### src/rtl/au_sequencer_if.sv
// Bundle of handshake, strobe and status signals between the micro-sequencer and
// the rest of the model machine (memory, PC, IR, register file, AU, output port).
interface au_sequencer_if;
  logic       start;
  logic [7:0] ir;
  logic       mem_ack;
  logic       gf;
  logic       mem_rd;
  logic       mem_wr;
  logic       addr_sel;
  logic       ir_ld;
  logic       pc_inc;
  logic       pc_ld;
  logic       au_en;
  logic [3:0] ac;
  logic [1:0] sel_a;
  logic [1:0] sel_b;
  logic       reg_we;
  logic [1:0] wsel;
  logic       out_ld;
  logic       flag;
  logic       busy;
  logic       halted;
  logic       err;

  modport master (
    input  start, ir, mem_ack, gf,
    output mem_rd, mem_wr, addr_sel, ir_ld, pc_inc, pc_ld, au_en, ac,
           sel_a, sel_b, reg_we, wsel, out_ld, flag, busy, halted, err
  );

  modport slave (
    output start, ir, mem_ack, gf,
    input  mem_rd, mem_wr, addr_sel, ir_ld, pc_inc, pc_ld, au_en, ac,
           sel_a, sel_b, reg_we, wsel, out_ld, flag, busy, halted, err
  );
endinterface

### src/rtl/au_sequencer.sv
// Multi-cycle fetch/decode/execute sequencer for the model machine. Moore outputs
// except ir_ld/pc_inc/pc_ld, which fire in the memory-ack cycle.
module au_sequencer #(
  parameter int unsigned MEM_TIMEOUT = 15
) (
  input  logic           clk,
  input  logic           rst,
  au_sequencer_if.master bus
);

  localparam logic [3:0] OP_HLT  = 4'b0000;
  localparam logic [3:0] OP_MOVA = 4'b0100;
  localparam logic [3:0] OP_MOVB = 4'b0101;
  localparam logic [3:0] OP_JGF  = 4'b0111;
  localparam logic [3:0] OP_ADD  = 4'b1000;
  localparam logic [3:0] OP_SUB  = 4'b1001;
  localparam logic [3:0] OP_OUT  = 4'b1101;

  typedef enum logic [2:0] {
    S_IDLE, S_FETCH, S_DECODE, S_EXEC, S_MEMW, S_FETCH2, S_HALT
  } state_e;

  state_e     state_q, state_d;
  logic [7:0] cnt_q, cnt_d;
  logic       flag_q, flag_d;
  logic       err_q, err_d;

  logic [3:0] opcode;
  logic       mem_state;
  logic       timeout;

  assign opcode    = bus.ir[7:4];
  assign mem_state = (state_q == S_FETCH) || (state_q == S_FETCH2) || (state_q == S_MEMW);
  // The ack on the MEM_TIMEOUT-th request cycle still wins over the abort.
  assign timeout   = !bus.mem_ack && (cnt_q == 8'(MEM_TIMEOUT - 1));

  always_ff @(posedge clk) begin
    if (rst) begin
      state_q <= S_IDLE;
      cnt_q   <= 8'd0;
      flag_q  <= 1'b0;
      err_q   <= 1'b0;
    end else begin
      state_q <= state_d;
      cnt_q   <= cnt_d;
      flag_q  <= flag_d;
      err_q   <= err_d;
    end
  end

  always_comb begin
    state_d = state_q;
    flag_d  = flag_q;
    err_d   = err_q;
    unique case (state_q)
      S_IDLE: if (bus.start) state_d = S_FETCH;
      S_FETCH, S_FETCH2, S_MEMW: begin
        if (bus.mem_ack) begin
          state_d = (state_q == S_FETCH) ? S_DECODE : S_FETCH;
        end else if (timeout) begin
          state_d = S_HALT;
          err_d   = 1'b1;
        end
      end
      S_DECODE: begin
        case (opcode)
          OP_ADD, OP_SUB, OP_MOVA, OP_OUT: state_d = S_EXEC;
          OP_MOVB: state_d = S_MEMW;
          OP_JGF:  state_d = S_FETCH2;
          OP_HLT:  state_d = S_HALT;
          default: begin
            state_d = S_HALT;
            err_d   = 1'b1;
          end
        endcase
      end
      S_EXEC: begin
        state_d = S_FETCH;
        if (opcode == OP_ADD || opcode == OP_SUB) flag_d = bus.gf;
      end
      S_HALT: begin
        if (bus.start) begin
          state_d = S_FETCH;
          err_d   = 1'b0;
        end
      end
      default: state_d = S_IDLE;
    endcase
    // Counter restarts on every entry into a request state, including FETCH after an ack.
    cnt_d = (mem_state && state_d == state_q) ? cnt_q + 8'd1 : 8'd0;
  end

  always_comb begin
    bus.mem_rd   = (state_q == S_FETCH) || (state_q == S_FETCH2);
    bus.mem_wr   = (state_q == S_MEMW);
    bus.addr_sel = (state_q == S_MEMW);
    bus.ir_ld    = (state_q == S_FETCH) && bus.mem_ack;
    bus.pc_ld    = (state_q == S_FETCH2) && bus.mem_ack && flag_q;
    bus.pc_inc   = ((state_q == S_FETCH) && bus.mem_ack) ||
                   ((state_q == S_FETCH2) && bus.mem_ack && !flag_q);
    bus.au_en    = (state_q == S_EXEC) || (state_q == S_MEMW);
    bus.ac       = bus.au_en ? opcode : 4'b0000;
    bus.reg_we   = (state_q == S_EXEC) &&
                   (opcode == OP_ADD || opcode == OP_SUB || opcode == OP_MOVA);
    bus.out_ld   = (state_q == S_EXEC) && (opcode == OP_OUT);
    bus.busy     = (state_q != S_IDLE) && (state_q != S_HALT);
    bus.halted   = (state_q == S_HALT);
    bus.flag     = flag_q;
    bus.err      = err_q;
  end

  assign bus.sel_a = bus.ir[1:0];
  assign bus.sel_b = bus.ir[3:2];
  assign bus.wsel  = bus.ir[3:2];

endmodule

### src/flat_wrapper.sv
// flat-port wrapper written by rule: the top's interface ports become plain ports
module au_sequencer_flat 
#(
  parameter int unsigned MEM_TIMEOUT = 15
)
  (clk, rst, bus_start, bus_ir, bus_mem_ack, bus_gf, bus_mem_rd, bus_mem_wr, bus_addr_sel, bus_ir_ld, bus_pc_inc, bus_pc_ld, bus_au_en, bus_ac, bus_sel_a, bus_sel_b, bus_reg_we, bus_wsel, bus_out_ld, bus_flag, bus_busy, bus_halted, bus_err);
  au_sequencer_if bus_i ();
  input  logic clk;
  input  logic rst;
  input wire logic [$bits(bus_i.start)-1:0] bus_start;
  input wire logic [$bits(bus_i.ir)-1:0] bus_ir;
  input wire logic [$bits(bus_i.mem_ack)-1:0] bus_mem_ack;
  input wire logic [$bits(bus_i.gf)-1:0] bus_gf;
  output wire logic [$bits(bus_i.mem_rd)-1:0] bus_mem_rd;
  output wire logic [$bits(bus_i.mem_wr)-1:0] bus_mem_wr;
  output wire logic [$bits(bus_i.addr_sel)-1:0] bus_addr_sel;
  output wire logic [$bits(bus_i.ir_ld)-1:0] bus_ir_ld;
  output wire logic [$bits(bus_i.pc_inc)-1:0] bus_pc_inc;
  output wire logic [$bits(bus_i.pc_ld)-1:0] bus_pc_ld;
  output wire logic [$bits(bus_i.au_en)-1:0] bus_au_en;
  output wire logic [$bits(bus_i.ac)-1:0] bus_ac;
  output wire logic [$bits(bus_i.sel_a)-1:0] bus_sel_a;
  output wire logic [$bits(bus_i.sel_b)-1:0] bus_sel_b;
  output wire logic [$bits(bus_i.reg_we)-1:0] bus_reg_we;
  output wire logic [$bits(bus_i.wsel)-1:0] bus_wsel;
  output wire logic [$bits(bus_i.out_ld)-1:0] bus_out_ld;
  output wire logic [$bits(bus_i.flag)-1:0] bus_flag;
  output wire logic [$bits(bus_i.busy)-1:0] bus_busy;
  output wire logic [$bits(bus_i.halted)-1:0] bus_halted;
  output wire logic [$bits(bus_i.err)-1:0] bus_err;
  assign bus_i.start = bus_start;
  assign bus_i.ir = bus_ir;
  assign bus_i.mem_ack = bus_mem_ack;
  assign bus_i.gf = bus_gf;
  assign bus_mem_rd = bus_i.mem_rd;
  assign bus_mem_wr = bus_i.mem_wr;
  assign bus_addr_sel = bus_i.addr_sel;
  assign bus_ir_ld = bus_i.ir_ld;
  assign bus_pc_inc = bus_i.pc_inc;
  assign bus_pc_ld = bus_i.pc_ld;
  assign bus_au_en = bus_i.au_en;
  assign bus_ac = bus_i.ac;
  assign bus_sel_a = bus_i.sel_a;
  assign bus_sel_b = bus_i.sel_b;
  assign bus_reg_we = bus_i.reg_we;
  assign bus_wsel = bus_i.wsel;
  assign bus_out_ld = bus_i.out_ld;
  assign bus_flag = bus_i.flag;
  assign bus_busy = bus_i.busy;
  assign bus_halted = bus_i.halted;
  assign bus_err = bus_i.err;
  au_sequencer #(.MEM_TIMEOUT(MEM_TIMEOUT)) u_core (.clk(clk), .rst(rst), .bus(bus_i));
endmodule
### config.mk
export PLATFORM = sky130hd
export DESIGN_NAME = au_sequencer_flat
export DESIGN_NICKNAME = d
export VERILOG_FILES = /design/src/rtl/au_sequencer_if.sv /design/src/rtl/au_sequencer.sv /design/src/flat_wrapper.sv
export SDC_FILE = /design/constraint.sdc
export NUM_CORES = 1
export LEC_CHECK = 0
export ABC_AREA = 1
export CAP_MARGIN = 20
export CORE_UTILIZATION = 43
export DETAILED_ROUTE_END_ITERATION = 8
export PLACE_DENSITY = 0.89
export SYNTH_ARGS = -nofsm -noshare
export SYNTH_HDL_FRONTEND = slang
export SYNTH_SLANG_ARGS = --single-unit
### constraint.sdc
create_clock -name clk -period 1.7 [get_ports clk]
set_clock_uncertainty 0.1 [all_clocks]
set_input_delay 0.255 -clock clk [delete_from_list [all_inputs] [get_ports clk]]
set_output_delay 0.255 -clock clk [all_outputs]
set_load 0.05 [all_outputs]
Word level (Yosys, flattened, before mapping)
Index checks and enable logic that the tools add are counted.
- add/sub/neg operators: 1
- equality and inequality tests: 19
- muxes and demuxes: 12
- bitwise logic cells: 1
- reduce and logical (&&, ||, !) cells: 28
- operators with widths (cell ; number):
    $eq A4 B3 Y1 const B ; 3
    $eq A4 B4 Y1 const B ; 3
    $pmux W3 S4 ; 1
    $eq A3 B3 Y1 const B ; 3
    $logic_and A1 B1 Y1 ; 9
    $mux W3 ; 3
    $pmux W3 S3 ; 1
    $add A8 B1 Y8 const B ; 1
    $eq A8 B4 Y1 const B ; 1
    $reduce_or A7 Y1 ; 1
    $eq A3 B2 Y1 const B ; 2
    $logic_or A1 B1 Y1 ; 6
    $ne A2 B2 Y1 const B ; 3
    $reduce_bool A3 Y1 ; 2
    $reduce_and A5 Y1 ; 1
    $logic_not A4 Y1 ; 1
    $mux W1 ; 4
    $mux W4 ; 1
    $reduce_or A2 Y1 ; 2
    $reduce_or A4 Y1 ; 1
    $eq A3 B1 Y1 const B ; 1
    $eq A3 B3 Y1 ; 1
    $logic_not A3 Y1 ; 1
    $ne A3 B3 Y1 const B ; 1
    7 further kinds ; 8
- bits in registers: 13
- input bits: 13
- output and inout port bits: 23
- word-level logic and storage cells: 65

Longest topological paths before layout
Gate-level depths: netlist of the first run.
- depth after elaboration: 9
- depth in mapped cells: 11
- gate-level depth less buffers: 11

Worst setup path after synthesis of the first run
OpenSTA, ideal clock, no wires.
- path type: reg2out
- from: register u_core.state_q[0]
- to: output port bus_pc_ld
- data arrival time: 2.721 ns
- data required time: 1.345 ns
- setup slack: -1.376 ns
- cell stages (with the launch flop): 5
- path buffers: 0
- cells stage by stage: dfxtp_1 inv_2 nor2_2 inv_1 nor4b_1
- cells in the longest elaborated chain, start to end: 3
- RTL lines (item ; RTL line ; text):
    start, declared ; au_sequencer.sv:23 ; state_e state_q, state_d;
    start signal, assigned ; au_sequencer.sv:44 ; state_q <= state_d;
    $eq A3 B3 Y1 ; au_sequencer.sv:98 ; bus.pc_ld = (state_q == S_FETCH2) && bus.mem_ack && flag_q;
    $logic_and A1 B1 Y1 (2 in a row) ; au_sequencer.sv:98 ;
    end, declared ; flat_wrapper.sv:19 ; output wire logic [$bits(bus_i.pc_ld)-1:0] bus_pc_ld;
Every way passes these cells.

Worst setup path in the final report of the first run
- from: register u_core.state_q[0]
- to: output port bus_ac[2]
- cells in the longest elaborated chain, start to end: 3
- elaborated cells on any way between the ends: 4
- those cells by class: eq/ne (2); mux (1); reduce/logical (1)
- RTL lines (item ; RTL line ; text):
    $eq A3 B2 Y1 / $eq A3 B3 Y1 (equally long branches) ; au_sequencer.sv:101 ; bus.au_en = (state_q == S_EXEC) || (state_q == S_MEMW);
    $logic_or A1 B1 Y1 * ; au_sequencer.sv:101 ;
    $mux W4 * ; au_sequencer.sv:102 ; bus.ac = bus.au_en ? opcode : 4'b0000;
    end, declared ; flat_wrapper.sv:21 ; output wire logic [$bits(bus_i.ac)-1:0] bus_ac;
Mark *: on every way between the ends. The rest lies on a longest branch, timed or not.

==> impl_metrics.py, run 1 <==
metrics = {
    "clocking": {
        "root_buffer_cell": "sky130_fd_sc_hd__clkbuf_4",
        "htree_num_levels": 1,
        "worst_setup_hold_path_clk_slew_ns": 0.08,
        "tritoncts_clock_tree": "done",
        "clock_sinks": 13,
        "cts_made_buffers": 3,
        "postCtsHoldBufs": 0,
        "cts-root-to-sink-buffers": 2,
        "clock_latency_ns": 0.29,
    },
    "sta": {
        "setup_slack_ns": -0.123,
        "timing.final.hold_violations": 0,
        "period_share_pct": 107,
        "fmax_mhz": 549,
        "worst_slew_pin_slew_ns": 0.291,
        "setup_violations": 15,
        "holdWs_ns": 0.362,
        "rsz0062_at_grt": "true",
        "period_minus_slack_ns": 1.82,
        "timing_max_transition_violations_final": 0,
        "slew_headroom_pct": 80.5,
    },
    "critical_path": {
        "regToRegSetupSlack_ns": -0.11,
        "crit_arrival_ns": 1.47,
        "timing.critical_path.fanout_max": 6,
        "crit_required_ns": 1.34,
        "endpoint_kind": "primary output",
        "criticalPathCategory": "reg2out",
        "timing.critical_path.from_type": "flip-flop",
        "r2r.worst_path.cells": 8,
    },
    "min_path": {
        "holdCritPathClass": "reg2reg",
        "worstHoldPathCells": 2,
    },
    "synth": {
        "syn_warnings": 0,
        "net_count_of_the_mapped_netlist": 162,
        "synth_sequential_area_ratio_pct": 27.7,
        "synth_cell_types": 23,
        "synth-seq-cells": 13,
        "syn-instance-count": 147,
        "cell_area_after_synthesis_sq_um": 938,
        "avgSynthCellArea_sq_um": 6.38,
    },
    "cells_and_area": {
        "layout.nets": 211,
        "insertedDiodeCount": 0,
        "drive_gt1_share_pct": 51.3,
        "fillerInstances": 83,
        "area_delta_synth_final_pct": 93.1,
    },
    "global_routing": {
        "first_global_vias": 1238,
        "grt_use_total_pct": 32.8,
        "grt_first_pass_wirelength_mm": 5.80,
        "grt_max_degree": 9,
        "grt-ovfl-total": 0,
        "grt_antenna_before_repair": 0,
    },
    "power_and_ir_drop": {
        "worst_ir_drop_vdd_mv": 0.822,
        "total_leakage_power_nw": 0.801,
        "power.clock.fraction_pct": 19.8,
        "power.share.sequential_pct": 33.2,
        "power-per-cell-area_mw_per_mm2": 562,
        "switching_portion_of_total_power_pct": 40.5,
        "power.net_switching_uw": 413,
        "power_frac_comb_pct": 47.0,
        "internal_power_uw": 605,
    },
    "drt": {
        "wl_mm": 4.49,
        "final_antenna_net_count": 0,
        "detail_route.drc_violations": 0,
        "via_count": 1289,
        "drt_pre_antenna_iters": 5,
        "detailedRoute.firstIterationViolations": 90,
        "post_drt_via_cell_ratio": 5.81,
        "drt-wirelength-per-cell_um": 20.2,
    },
    "status": {
        "violations_in_the_final_reports": "setup timing",
        "outcome": "finished with violations",
    },
    "floorplanning": {
        "std_cell_rows": 16,
        "initial_utilization_pct": 46.9,
        "io-pin-count": 36,
        "die-width_um": 48.7,
        "chip_height_um": 48.7,
        "core_area_sq_mm": 0.00200,
        "design.die.area_sq_mm": 0.00237,
    },
    "run": {
        "maxCapViolations": 0,
    },
    "placed_design": {
        "hpwl_after_dpl_mm": 2.46,
        "pre_cts_setup_slack_ns": -0.316,
        "globalplace.congestion": 0.865,
        "port-buffer-count": 25,
    },
}
==> critical path, stage by stage, from the launching register on <==
cell,delay (ns)
sky130_fd_sc_hd__dfxtp_4,0.43
sky130_fd_sc_hd__nand2_4,0.07
sky130_fd_sc_hd__nor2_4,0.10
sky130_fd_sc_hd__buf_6,0.11
sky130_fd_sc_hd__nor2_4,0.04
sky130_fd_sc_hd__buf_12,0.13
sky130_fd_sc_hd__nor2_4,0.14
sky130_fd_sc_hd__buf_12,0.15
==> final timing paths <==
| path | from | end |
|---|---|---|
| worst max-delay path | u_core.state_q[0] | bus_ac[2] |
| worst min-delay path | u_core.bus.err | u_core.bus.err |
| worst max register to register | u_core.state_q[2] | u_core.cnt_q[3] |
| worst min register to register | u_core.bus.err | u_core.bus.err |
==> layout by cell type, fill, tap and decap left out, types with 3 or more instances in the layout <==
cell | Yosys | final
sky130_fd_sc_hd__nor2_1 | 30 | 17
sky130_fd_sc_hd__nand3_1 | 9 | 6
sky130_fd_sc_hd__inv_4 | 0 | 3
sky130_fd_sc_hd__nand2_4 | 0 | 3
sky130_fd_sc_hd__nand3_2 | 4 | 5
sky130_fd_sc_hd__inv_1 | 25 | 16
sky130_fd_sc_hd__nor2_4 | 0 | 10
sky130_fd_sc_hd__nand4_1 | 4 | 4
sky130_fd_sc_hd__clkdlybuf4s50_1 | 0 | 3
sky130_fd_sc_hd__xor2_1 | 5 | 5
sky130_fd_sc_hd__dfxtp_4 | 0 | 3
sky130_fd_sc_hd__buf_12 | 0 | 18
sky130_fd_sc_hd__nand2_1 | 27 | 17
sky130_fd_sc_hd__a21oi_1 | 4 | 4
sky130_fd_sc_hd__buf_4 | 7 | 21
sky130_fd_sc_hd__inv_2 | 2 | 6
sky130_fd_sc_hd__nand2_2 | 0 | 7
sky130_fd_sc_hd__buf_6 | 0 | 4
sky130_fd_sc_hd__nor2_2 | 2 | 5
sky130_fd_sc_hd__clkbuf_4 | 0 | 3
sky130_fd_sc_hd__dfxtp_1 | 13 | 8
==> synthesized netlist by cell type <==
master	count	area, sq um
sky130_fd_sc_hd__a211oi_1	1	7.51
sky130_fd_sc_hd__a21oi_1	4	20.0
sky130_fd_sc_hd__a21oi_2	1	8.76
sky130_fd_sc_hd__a31oi_1	2	12.5
sky130_fd_sc_hd__buf_4	7	52.6
sky130_fd_sc_hd__dfxtp_1	13	260
sky130_fd_sc_hd__ha_1	2	25.0
sky130_fd_sc_hd__inv_1	25	93.8
sky130_fd_sc_hd__inv_2	2	7.51
sky130_fd_sc_hd__nand2_1	27	101
sky130_fd_sc_hd__nand3_1	9	45.0
sky130_fd_sc_hd__nand3_2	4	40.0
sky130_fd_sc_hd__nand4_1	4	25.0
sky130_fd_sc_hd__nand4_4	1	21.3
sky130_fd_sc_hd__nor2_1	30	113
sky130_fd_sc_hd__nor2_2	2	12.5
sky130_fd_sc_hd__nor3_1	2	10.0
sky130_fd_sc_hd__nor4b_1	1	8.76
sky130_fd_sc_hd__o21ai_0	2	10.0
sky130_fd_sc_hd__o21ai_1	1	5.00
sky130_fd_sc_hd__or2_2	1	6.26
sky130_fd_sc_hd__xnor2_1	1	8.76
sky130_fd_sc_hd__xor2_1	5	43.8
==> per-layer routing <==
| layer | GRT usage, % | up-vias | wire length (um) |
|---|---|---|---|
| met5 | 0 | - | 0 |
| met4 | 14.7 | 0 | 323 |
| met3 | 5.66 | 44 | 351 |
| met2 | 61.6 | 97 | 2070 |
| met1 | 35.2 | 595 | 1740 |
| li1 | - | 553 | - |
==> area by class of cell <==
type	count	area [sq um]	area share [%]
clock buffers	4	26.3	1.45
flip-flops and latches	13	274	15.1
multi-input cells	100	716	39.5
repair buffers	51	646	35.6
inverters	27	116	6.42
well taps	27	33.8	1.86
==> stage by stage <==
stage / util, % / TNS, ns / area (sq um) / power, mW / cells
global route: 90.5 / -1.82 / 1810 / 1.05 / 222
global placement: 76.1 / -1.32 / 1520 / 0.688 / 208
CTS: 82.9 / -0.301 / 1660 / 0.925 / 219
finish: 90.5 / -1.26 / 1810 / 1.02 / 222
detailed placement: 76.1 / -3.04 / 1520 / 0.704 / 208
floorplan: - / -0.746 / 1010 / 0.583 / 147
==> sequential cells by signal, indices dropped and copies added (netlist names) <==
name             count
u_core.bus.flag      1
u_core.bus.err       1
u_core.state_q       3
u_core.cnt_q         8
==> cells by family (layout without fill, tap and decap cells) <==
group                    count (synthesis)  count (layout)  synth area share, %
buffers and inverters                   34              82                 16.4
flip-flops                              13              13                 27.7
AND/OR/NAND/NOR                         81              81                 40.8
XOR/XNOR                                 6               6                 5.60
adder cells (fa/ha/maj)                  2               2                 2.67
AO/OA/AOI/OAI                           11              11                 6.80
==> power groups by stage <==
stage               Clock, mW  Combinational (mW)  Sequential, mW
floorplan                   0               0.230           0.353
global placement            0               0.349           0.339
detailed placement          0               0.363           0.341
CTS                     0.197               0.393           0.336
global route            0.221               0.493           0.339
finish                  0.202               0.478           0.338
==> what timing repair did <==
item,in CTS,in global routing
setup endpoints to repair,19,19
setup buffers,7,3
pin swaps,8,10
resized for setup,21,36
hold endpoints to repair,0,0
Note: power is estimated with default switching activity, not from simulation.
==> run 2: changes to the inputs <==
CTS_CLUSTER_DIAMETER = 150   (was unset)
==> results of run 2 <==
Final layout, timing and power as in run 1 (identical DEF).
==> run 3: changes to the inputs <==
SLEW_MARGIN = 20   (was unset)
==> results of run 3 <==
Final layout, timing and power as in run 1 (identical DEF).
